### config.mk
export PLATFORM = sky130hd
export DESIGN_NAME = multicycle_ctrl
export DESIGN_NICKNAME = d
export VERILOG_FILES = /design/src/rtl/multicycle_ctrl.sv
export SDC_FILE = /design/constraint.sdc
export NUM_CORES = 1
export LEC_CHECK = 0
export BUFFER_PORTS_ARGS = -buffer_cell sky130_fd_sc_hd__buf_2
export CAP_MARGIN = 10
export CORE_ASPECT_RATIO = 0.6
export CORE_MARGIN = 5
export CORE_UTILIZATION = 45
export CTS_CLUSTER_DIAMETER = 200
export DETAILED_ROUTE_END_ITERATION = 10
export GPL_TIMING_DRIVEN = 1
export PLACE_DENSITY_LB_ADDON = 0.08
export SLEW_MARGIN = 40
export SYNTH_ARGS = -nofsm -noshare
export SYNTH_HDL_FRONTEND = slang
export SYNTH_SLANG_ARGS = --single-unit
### constraint.sdc
create_clock -name clk -period 5.3 [get_ports clk]
set_input_delay 0.265 -clock clk [delete_from_list [all_inputs] [get_ports clk]]
set_output_delay 0.265 -clock clk [all_outputs]
set_load 0.03 [all_outputs]
### src/rtl/multicycle_ctrl.sv
// Moore sequencing controller for the multi-cycle MIPS datapath: decodes the
// latched IR and drives per-state enables/selects, and counts retired instructions.
module multicycle_ctrl #(
  parameter int CNT_W = 32
) (
  input  logic             clk,
  input  logic             reset,
  input  logic [5:0]       opcode,
  input  logic [5:0]       funct,
  input  logic             zero,
  output logic [2:0]       state,
  output logic             PCWr,
  output logic             IRWr,
  output logic             RFWr,
  output logic             DMWr,
  output logic [1:0]       NPCop,
  output logic [1:0]       WRsel,
  output logic [1:0]       WDsel,
  output logic [2:0]       ALUop,
  output logic             Bsel,
  output logic             EXTop,
  output logic             instr_done,
  output logic [CNT_W-1:0] retired
);

  typedef enum logic [2:0] {
    S_IF  = 3'd0,
    S_ID  = 3'd1,
    S_EX  = 3'd2,
    S_MEM = 3'd3,
    S_WB  = 3'd4
  } state_t;

  state_t cur_state, nxt_state;

  logic r_type, is_addu, is_subu, is_jr, is_ori, is_lui;
  logic is_lw, is_sw, is_beq, is_j, is_jal;

  assign r_type  = (opcode == 6'h00);
  assign is_addu = r_type && (funct == 6'h21);
  assign is_subu = r_type && (funct == 6'h23);
  assign is_jr   = r_type && (funct == 6'h08);
  assign is_ori  = (opcode == 6'h0d);
  assign is_lui  = (opcode == 6'h0f);
  assign is_lw   = (opcode == 6'h23);
  assign is_sw   = (opcode == 6'h2b);
  assign is_beq  = (opcode == 6'h04);
  assign is_j    = (opcode == 6'h02);
  assign is_jal  = (opcode == 6'h03);

  assign state = cur_state;

  always_ff @(posedge clk) begin
    if (reset) cur_state <= S_IF;
    else       cur_state <= nxt_state;
  end

  always_comb begin
    nxt_state  = S_IF;
    PCWr       = 1'b0;
    IRWr       = 1'b0;
    RFWr       = 1'b0;
    DMWr       = 1'b0;
    NPCop      = 2'd0;
    WRsel      = 2'd0;
    WDsel      = 2'd0;
    ALUop      = 3'd0;
    Bsel       = 1'b0;
    EXTop      = 1'b0;
    instr_done = 1'b0;
    case (cur_state)
      S_IF: begin
        IRWr      = 1'b1;
        PCWr      = 1'b1;
        nxt_state = S_ID;
      end
      S_ID: begin
        // Jumps and nops finish here; everything else goes on to EX.
        if (is_j) begin
          PCWr = 1'b1; NPCop = 2'd2; instr_done = 1'b1;
        end else if (is_jal) begin
          PCWr = 1'b1; NPCop = 2'd2; RFWr = 1'b1;
          WRsel = 2'd2; WDsel = 2'd2; instr_done = 1'b1;
        end else if (is_jr) begin
          PCWr = 1'b1; NPCop = 2'd3; instr_done = 1'b1;
        end else if (is_addu || is_subu || is_ori || is_lui ||
                     is_lw || is_sw || is_beq) begin
          nxt_state = S_EX;
        end else begin
          instr_done = 1'b1;
        end
      end
      S_EX: begin
        nxt_state = S_WB;
        if (is_subu) begin
          ALUop = 3'd1;
        end else if (is_ori) begin
          ALUop = 3'd2; Bsel = 1'b1;
        end else if (is_lui) begin
          ALUop = 3'd3; Bsel = 1'b1;
        end else if (is_lw || is_sw) begin
          Bsel = 1'b1; EXTop = 1'b1; nxt_state = S_MEM;
        end else if (is_beq) begin
          ALUop = 3'd1; EXTop = 1'b1; NPCop = 2'd1;
          PCWr = zero; instr_done = 1'b1; nxt_state = S_IF;
        end
      end
      S_MEM: begin
        if (is_sw) begin
          DMWr = 1'b1; instr_done = 1'b1;
        end else begin
          nxt_state = S_WB;
        end
      end
      S_WB: begin
        RFWr       = 1'b1;
        instr_done = 1'b1;
        if (is_lw)       WDsel = 2'd1;
        else if (r_type) WRsel = 2'd1;
      end
      default: nxt_state = S_IF;
    endcase
    // Reset aborts the current instruction without any architectural write.
    if (reset) begin
      PCWr = 1'b0; IRWr = 1'b0; RFWr = 1'b0; DMWr = 1'b0; instr_done = 1'b0;
    end
  end

  always_ff @(posedge clk) begin
    if (reset)           retired <= '0;
    else if (instr_done) retired <= retired + {{(CNT_W-1){1'b0}}, 1'b1};
  end

endmodule

==> out/summary.log <==
qor: global_route.grt_pass1_wl 9.04 mm
qor: power.max-vdd-ir-drop 0.000115 V
qor: final_layout.final_layout_size_suffix_gt1_share 26.3%
qor: detailed_routing.count_of_routing_violations_after_the_opening_detailed_route_iteration 126
qor: timing.layout_min_cycle_time 2.52 ns
qor: detailed_routing.number_of_nets_with_antenna_violations_after_routing 0
qor: setup_path.startpoint_type register
qor: die.fp.dieArea 6090 um2
qor: timing.hold_viol 0
qor: synthesis.synthesis.nets 268
qor: clock_tree.clock_pin_slew_on_the_worst_setup_and_hold_paths 0.07 ns
qor: die.die-height 62.5 um
qor: timing.rsz0062_at_grt no
qor: hold_path.hp-start funct[1]
qor: setup_path.worst_r2r_startpoint state[0]$_SDFF_PP0_
qor: timing.timing.slew.headroom 51.2%
qor: detailed_routing.route.detailed.wl_per_inst 14.5 um
qor: final_layout.final_net_count 323
qor: timing.holdWs 0.439 ns
qor: synthesis.synthesis.area 2060 um2
qor: global_route.grt_pass1_vias 1,869
qor: placement.preCtsSetupSlack 2.85 ns
qor: placement.detailed_place_hpwl 4.05 mm
qor: synthesis.yosys.area.top_type_share 33.9%
qor: timing.setup_viol 0
qor: setup_path.crit_fanout 44
qor: die.num_io_pins 66
qor: timing.setup_ws 2.78 ns
qor: synthesis.yosysWarnings 0
qor: die.core_area 4490 um2
qor: status.outcome finished clean
qor: power.power_density 208 nW/um2
qor: final_layout.fin_cells 371
qor: placement.dp.cells 363
qor: setup_path.worst_ep_required_time 5.04 ns
qor: timing.fin_skew 0.00585 ns
qor: die.rows 19
qor: timing.worst-slew-pin-transition 0.731 ns
qor: timing.timing_max_transition_violations_final 0
qor: setup_path.cp.arrival 2.25 ns
qor: clock_tree.h-tree-depth 2
qor: global_route.antenna_violations_before_repair 0
qor: setup_path.worst-r2r-cell-count 5
qor: setup_path.timing.critical_path.from state[0]$_SDFF_PP0_
qor: detailed_routing.finalWirelength 5.40 mm
qor: final_layout.layout.cells.most_common sky130_fd_sc_hd__buf_2
qor: clock_tree.cts_hold_repair.buffers 0
qor: final_layout.mostFrequentLayoutCells sky130_fd_sc_hd__buf_2 (64), sky130_fd_sc_hd__dfxtp_1 (35), sky130_fd_sc_hd__a21oi_1 (27)
qor: setup_path.timing.setup.critical_path_class register to output port
qor: hold_path.hold_path_depth 4
qor: clock_tree.clk_path_buf_depth 2
qor: die.initial_utilization 45.9%
qor: synthesis.yosysTopAreaCell sky130_fd_sc_hd__dfxtp_1
qor: detailed_routing.drt-pass1-iter-count 4
qor: synthesis.synth.yosys.seq_area_share 33.9%
qor: clock_tree.cts_tree yes
qor: synthesis.mean_instance_size_in_the_synthesized_netlist 8.19 um2
qor: synthesis.synth-main-ff-cell sky130_fd_sc_hd__dfxtp_1
qor: flow_run.max_cap_violations 0
qor: clock_tree.tritoncts_buffers 5
qor: synthesis.postSynth.asyncResetShare 0%
qor: clock_tree.cts_setup_buffers 0
qor: global_route.grt-ovfl-total 0
qor: placement.place_congestion 0.831
qor: clock_tree.numClockSinks 35
qor: synthesis.synthesis.instances 252
qor: detailed_routing.routed-via-count 2,124
qor: clock_tree.clk_root_buffer_cell sky130_fd_sc_hd__clkbuf_8
qor: timing.clock.fmax 397 MHz
qor: detailed_routing.avgViaCountPerCell 5.73
qor: final_layout.area_growth_syn_to_layout 18.5%
qor: clock_tree.post_cts_resize_count 0
qor: global_route.grt_max_degree 45
qor: final_layout.num_antenna_cells 0
qor: clock_tree.clk-insertion-delay-late 0.28 ns
qor: placement.io_buffers 64
qor: timing.layout_worst_path_cycle_share 47.5%
qor: synthesis.yosys_register_bits 35
qor: synthesis.synth_enable_flop_cells 0
qor: timing.final.setup.tns 0 ns
qor: synthesis.top_cells_by_area_synth sky130_fd_sc_hd__dfxtp_1 (34%), sky130_fd_sc_hd__a21oi_1 (6.5%), sky130_fd_sc_hd__o31ai_1 (4.7%)
qor: global_route.grtUsageTotal 17.9%
qor: detailed_routing.drc_errors 0
qor: die.die_w 97.4 um
qor: synthesis.synth_cell_type_count 53
qor: power.cellLeakagePower 0.944 nW
qor: power.power_total 0.509 mW
qor: hold_path.worstHoldPathType input pin to register
qor: setup_path.type_of_element_capturing_the_critical_path output port
-- per-layer routing --
metal	track usage, %	vias to the layer above	part of all wire, %
met5	0	-	0
met4	4.66	0	0.43
met3	5.13	2	6.8
met2	24.4	58	40
met1	27.0	988	52
li1	-	1076	-
-- worst paths after layout --
path	endpoint	slack, ns
worst max-delay path	instr_done	2.78
worst min-delay path	state[0]$_SDFF_PP0_	0.44
worst max register to register	retired[20]$_SDFFE_PP0P_	2.82
worst min register to register	retired[27]$_SDFFE_PP0P_	0.50
-- power by group --
part           internal [mW]  total, mW  switching [mW]
Sequential             0.265      0.270         0.00426
Clock                 0.0922      0.185          0.0931
Combinational         0.0164     0.0540          0.0375
Total                  0.374      0.509           0.135
-- cells by family after synthesis --
| group | count (synthesis) | share of synthesized area (%) |
|---|---|---|
| xor gates and xnor gates | 7 | 2.97 |
| and+or+nand+nor | 116 | 34.4 |
| AOI/OAI and AO/OA | 67 | 20.5 |
| other | 1 | 0.182 |
| DFF | 35 | 33.9 |
| buffers and inverters | 22 | 5.82 |
| muxes | 3 | 1.58 |
| adders and majority gates | 1 | 0.606 |
-- final cells by class --
type                    instances  area, um2
fillers                       451       2050
flip-flops and latches         35        701
clock inverters                 1       5.00
multi-input cells             195       1240
repair buffers                 64        320
inverters                       6       22.5
clock buffers                   7       76.3
well taps                      63       78.8
-- worst max-delay path, stage by stage, from the launching register on --
cell and delay (ns):
sky130_fd_sc_hd__dfxtp_1 0.53, sky130_fd_sc_hd__nor3b_1 0.45, sky130_fd_sc_hd__nand4_2 0.29, sky130_fd_sc_hd__and3_4 0.35
sky130_fd_sc_hd__nor2_1 0.12, sky130_fd_sc_hd__buf_2 0.21
-- registers in the layout (all words and copies together) (netlist names) --
register and count:
state 3, retired 32
-- stage by stage --
stage | area (um2) | utilization, %
finish | 2450 | 54.5
global route | 2450 | 54.5
CTS | 2450 | 54.5
detailed placement | 2370 | 52.7
global placement | 2370 | 52.7
floorplan | 2060 | -
-- cells in the mapped netlist, types with 7 or more instances --
cell,number
sky130_fd_sc_hd__and4_1,7
sky130_fd_sc_hd__nor2_1,17
sky130_fd_sc_hd__o31ai_1,13
sky130_fd_sc_hd__or3_1,8
sky130_fd_sc_hd__o21ai_0,7
sky130_fd_sc_hd__or4_1,13
sky130_fd_sc_hd__a21oi_1,27
sky130_fd_sc_hd__nand3_1,14
sky130_fd_sc_hd__nand2_1,17
sky130_fd_sc_hd__dfxtp_1,35
No activity file was read; power rests on OpenSTA's default activity.
